==> src/rtl/ascii_hex_parser.sv <==
// ascii_hex_parser
//   Turns a stream of ASCII characters from the UART receiver into a binary
//   word. Hex digits are shifted into an accumulator. A CR or LF releases the
//   finished word on value. Backspace removes the last digit, and ESC abandons
//   the line. An illegal character or too many digits raises error, and the
//   rest of the line is then discarded.
//
// Ports
//   clk          system clock, rising edge
//   rst_n        asynchronous active-low reset
//   rx_data      received ASCII byte, sampled only while rx_ready=1
//   rx_ready     one-cycle strobe marking a new character
//   value        last completed word, right-aligned and zero-extended
//   value_valid  one-cycle pulse when value has just been updated
//   digit_count  number of digits currently accumulated
//   error        one-cycle pulse on an illegal character or an overflow
//   busy         high while a line is in progress (ACCUM or DISCARD)
module ascii_hex_parser #(
  parameter  int N_DIGITS = 8,
  localparam int W        = 4 * N_DIGITS,
  localparam int CW       = $clog2(N_DIGITS + 1)
) (
  input  logic          clk,
  input  logic          rst_n,
  input  logic [7:0]    rx_data,
  input  logic          rx_ready,
  output logic [W-1:0]  value,
  output logic          value_valid,
  output logic [CW-1:0] digit_count,
  output logic          error,
  output logic          busy
);

  typedef enum logic [1:0] {S_IDLE, S_ACCUM, S_DISCARD} state_e;
  typedef enum logic [2:0] {C_HEX, C_TERM, C_BS, C_ESC, C_OTHER} char_class_e;

  state_e      state_q, state_d;
  logic [W-1:0]  acc_q, acc_d;
  logic [CW-1:0] cnt_q, cnt_d;
  logic [W-1:0]  value_q, value_d;
  logic          valid_q, valid_d;
  logic          error_q, error_d;
  logic          busy_q, busy_d;

  char_class_e cls;
  logic [3:0]  nib;

  // Classify the incoming byte and convert hex digits to their nibble value.
  // NOTE: every signal driven in always_comb gets a default first, so that no
  // path through the block leaves it unassigned and a latch is inferred.
  always_comb begin
    cls = C_OTHER;
    nib = 4'h0;
    if (rx_data >= 8'h30 && rx_data <= 8'h39) begin
      cls = C_HEX;
      nib = rx_data[3:0];
    end else if ((rx_data >= 8'h41 && rx_data <= 8'h46) ||
                 (rx_data >= 8'h61 && rx_data <= 8'h66)) begin
      cls = C_HEX;
      // 'A'/'a' have 1 in the low nibble, so adding 9 gives 0xA.
      nib = rx_data[3:0] + 4'd9;
    end else if (rx_data == 8'h0D || rx_data == 8'h0A) begin
      cls = C_TERM;
    end else if (rx_data == 8'h08 || rx_data == 8'h7F) begin
      cls = C_BS;
    end else if (rx_data == 8'h1B) begin
      cls = C_ESC;
    end
  end

  // Next-state logic. The pulses default low, so they last one cycle.
  always_comb begin
    state_d = state_q;
    acc_d   = acc_q;
    cnt_d   = cnt_q;
    value_d = value_q;
    valid_d = 1'b0;
    error_d = 1'b0;

    if (rx_ready) begin
      unique case (state_q)
        S_IDLE: begin
          if (cls == C_HEX) begin
            acc_d   = W'(nib);
            cnt_d   = CW'(1);
            state_d = S_ACCUM;
          end else if (cls == C_OTHER) begin
            error_d = 1'b1;
            state_d = S_DISCARD;
          end
        end

        S_ACCUM: begin
          unique case (cls)
            C_HEX: begin
              if (cnt_q < CW'(N_DIGITS)) begin
                acc_d = {acc_q[W-5:0], nib};
                cnt_d = cnt_q + CW'(1);
              end else begin
                error_d = 1'b1;
                acc_d   = '0;
                cnt_d   = '0;
                state_d = S_DISCARD;
              end
            end
            C_TERM: begin
              // cnt_q is at least 1 in ACCUM, so an empty line never gets here.
              value_d = acc_q;
              valid_d = 1'b1;
              acc_d   = '0;
              cnt_d   = '0;
              state_d = S_IDLE;
            end
            C_BS: begin
              acc_d = acc_q >> 4;
              cnt_d = cnt_q - CW'(1);
              if (cnt_q == CW'(1)) state_d = S_IDLE;
            end
            C_ESC: begin
              acc_d   = '0;
              cnt_d   = '0;
              state_d = S_IDLE;
            end
            default: begin
              error_d = 1'b1;
              acc_d   = '0;
              cnt_d   = '0;
              state_d = S_DISCARD;
            end
          endcase
        end

        S_DISCARD: begin
          if (cls == C_TERM || cls == C_ESC) state_d = S_IDLE;
        end

        default: state_d = S_IDLE;
      endcase
    end
  end

  assign busy_d = (state_d != S_IDLE);

  // NOTE: every register, including the accumulator and value, is cleared by
  // the asynchronous reset, so a partial word is dropped the moment rst_n
  // falls.
  // NOTE: sequential state uses non-blocking assignments, so every register
  // samples the pre-edge values of the others.
  always_ff @(posedge clk or negedge rst_n) begin
    if (!rst_n) begin
      state_q <= S_IDLE;
      acc_q   <= '0;
      cnt_q   <= '0;
      value_q <= '0;
      valid_q <= 1'b0;
      error_q <= 1'b0;
      busy_q  <= 1'b0;
    end else begin
      state_q <= state_d;
      acc_q   <= acc_d;
      cnt_q   <= cnt_d;
      value_q <= value_d;
      valid_q <= valid_d;
      error_q <= error_d;
      busy_q  <= busy_d;
    end
  end

  assign value       = value_q;
  assign value_valid = valid_q;
  assign digit_count = cnt_q;
  assign error       = error_q;
  assign busy        = busy_q;

endmodule
==> config.mk <==
export PLATFORM = sky130hd
export DESIGN_NAME = ascii_hex_parser
export DESIGN_NICKNAME = d
export VERILOG_FILES = /design/src/rtl/ascii_hex_parser.sv
export SDC_FILE = /design/constraint.sdc
export NUM_CORES = 1
export LEC_CHECK = 0
export CORE_MARGIN = 5
export CORE_UTILIZATION = 35
export DETAILED_ROUTE_END_ITERATION = 16
export GPL_ROUTABILITY_DRIVEN = 0
export MAX_ROUTING_LAYER = met4
export PLACE_DENSITY = 0.62
export SLEW_MARGIN = 40
export SYNTH_ARGS = -nofsm -noshare
export SYNTH_HDL_FRONTEND = slang
export SYNTH_SLANG_ARGS = --single-unit
==> constraint.sdc <==
create_clock -name clk -period 1.9 [get_ports clk]
set_clock_uncertainty 0.05 [all_clocks]
set_input_delay 0.38 -clock clk [delete_from_list [all_inputs] [get_ports clk]]
set_output_delay 0.38 -clock clk [all_outputs]
set_load 0.01 [all_outputs]
==> flow_summary.ini <==
[global_routing]
grt_antenna_before_repair = 0
grt_pass1_wl_um = 13660
grt_start_max_net_pins = 74
grt_usage = 0.1521
grt_pass1_vias = 2602
grt_overflow_total = 0

[drt]
route.detailed.vias_per_inst = 5.147
first_iter_violations = 191
drt-wirelength-per-cell_um = 16.31
count_of_nets_left_with_antenna_violations_after_detail_routing = 0
drt-total-wl_um = 8317
dr.pass1.iters = 4
drc = 0
vias = 2625

[synthesis]
syn_area_per_cell_um2 = 12.43
synth_instances = 276
area_of_the_mapped_netlist_mm2 = 0.003430
synthesis.yosys.warnings = 0
netlist.area_leader.share = 0.5327
synth_seq_cells = 73
synth_cell_types = 45
synthDominantAreaCellType = dfrtp_1
ys_seq_area_frac = 0.5327
post_synth_main_area_contributors = dfrtp_1, mux2_2, a22o_1
synth_nets = 295

[layout]
post_layout_instance_area_mm2 = 0.004862
ant_diodes = 0
layout.filler_cells = 864
design.final.nets = 391
layout_common_cells = dfrtp_1, clkdlybuf4s50_1, a22o_1
mostFrequentLayoutCell = dfrtp_1
drive_above_1_share = 0.3554
layout.core_utilization = 0.5021
area_growth_pct = 41.77
fin_cells = 510

[placed_design]
postPlaceCellArea_mm2 = 0.004433
placed_cells = 480
place_hpwl_um = 5616
placement.io_buffers = 49

[floorplanning]
fp-row-count = 36
core_area_mm2 = 0.009684
floorplan.io_pins = 50
die_x_um = 109.0
dieArea_mm2 = 0.01188
die_height_um = 109.0
start_util = 0.3541

[sta]
grt_setup_unrepaired = true
worst_hold_slack_ns = 0.004265
layout_worst_path_cycle_share = 1.011
setup_ws_post_layout_ns = -0.02176
timing_max_transition_violations_final = 0
tightestPinTransition_ns = 0.3817
slew-limit-headroom = 0.7455
timing.fmax_mhz = 520.4
post-route-min-period_ns = 1.922
timing_hold_violations_final = 0
timing.setup.tns_ns = -0.02806
setup_viol = 3

[clocking]
worstSkewPairLatency_ns = 0.35
tritoncts_buffers = 9
cts_hold_buffers = 0
clkSlewWorstSetupHoldPaths_ns = 0.07
clock_tree_from_tritoncts = yes
root_buffer = clkbuf_8
h_tree_level_count = 3
cts_buffer_depth = 2
tritoncts_num_sinks = 73

[setup_path]
reg2reg_slack_ns = 0.27
worst_ep_required_time_ns = 2.07
worst_r2r_startpoint = state_q[1]
critical_path.max_fanout = 6
kind_of_end_point_of_the_critical_path = flop
arrival_time_at_the_worst_endpoint_ns = 2.10
reg2reg_path_depth = 5
rr_endpoint = value[23]
crit_path_start_kind = input port
timing.setup.critical_path_class = in -> reg

[power]
power.density_cell_area_mw_per_mm2 = 618.7
worst_ir_drop_vdd_mv = 0.3074
total_leakage_power_nw = 2.306

[status]
outcome = finished with violations
violated_checks = negative setup slack

[job]
cap_viol_max_count = 0

[min_path]
hold_class = in -> async
[worst max-delay path, cell delays in order]
cell and delay, ns:
dlygate4sd2_1 0.27, o21bai_4 0.19, a2111o_1 0.40, or2b_4 0.25
o21ai_4 0.09, clkbuf_16 0.17, a222oi_1 0.27, inv_1 0.07
[synth_stat cells, drive strengths merged]
master and n:
a32oi 3, mux2i 1, o21a 1, o221ai 1, a22o 38, a2111o 1, a2111oi 1, clkbuf 3
inv 16, and4b 2, nand2b 2, a211oi 1, or3 1, o21ai 9, nor2 7, nand4 4
nor4b 1, nor2b 3, nand3 4, or4b 1, o21bai 1, or2b 1, nor3 1, a22oi 3
xor2 2, a31oi 2, a222oi 8, and4 1, mux2 34, ha 8, and3 2, a21oi 7
and3b 2, a211o 1, o21ba 1, a221oi 2, and2 4, buf 15, nand2 8, dfrtp 73
[worst max-delay path by stage]
stage	from	end
after global routing	rx_data[1]	acc_q[6]
after floorplan	rx_data[1]	acc_q[10]
final	rx_data[2]	acc_q[5]
after global placement	rx_data[0]	acc_q[13]
after detailed placement	rx_data[0]	acc_q[17]
after CTS	rx_data[1]	acc_q[6]
[report_power, final]
group / internal [mW] / switching [mW] / total (mW)
registers: 1.56 / 0.00585 / 1.56
clock network: 0.679 / 0.565 / 1.24
logic: 0.0943 / 0.107 / 0.201
[final cells by class]
type	count	area, um2	share of cell area
Clock buffer	12	155.1	0.03191
Clock inverter	4	51.30	0.01055
Inverter	16	67.56	0.01390
Multi-Input combinational cell	171	1602	0.3294
Sequential cell	73	1827	0.3757
Tap cell	133	166.4	0.03423
Timing Repair Buffer	101	993.5	0.2043
[cell families (layout without fill, tap and decap cells)]
group                      after synthesis  after routing  synth area share
xor gates and xnor gates                 2              2          0.005109
muxes                                   35             35            0.1146
buffers and inverters                   34            133           0.04779
DFF                                     73             73            0.5327
and+or+nand+nor                         44             45           0.07552
adders and majority gates                8              8           0.02919
AOI/OAI and AO/OA                       80             81            0.1952
[registers in the layout (all words and copies together), names as in the netlist]
name,cells
acc_q,32
value,32
digit_count,4
state_q,2
busy,1
error,1
value_valid,1
[per-stage QoR]
stage,total power [mW],setup slack (ns)
2_1_floorplan,1.658,-0.1254
3_3_place_gp,1.770,-0.7831
3_5_place_dp,1.774,-0.8589
4_1_cts,3.029,-0.03753
5_1_grt,3.131,-0.09124
6_report,3.008,-0.02176
[layer usage]
layer / wire, um / up-vias / part of all wire / track usage
li1: - / 1243 / - / -
met1: 4108 / 1305 / 0.49 / 0.2219
met2: 3753 / 66 / 0.45 / 0.2114
met3: 348 / 11 / 0.042 / 0.04026
met4: 106 / 0 / 0.013 / 0.03427
met5: 0 / - / 0 / -
[repair_timing]
item,CTS,global route
resized for setup,37,19
hold endpoints to repair,0,0
cloned,3,0
setup buffers,10,1
setup endpoints to repair,73,37
pin swaps,9,20
Power figures use the tool's default switching activity.
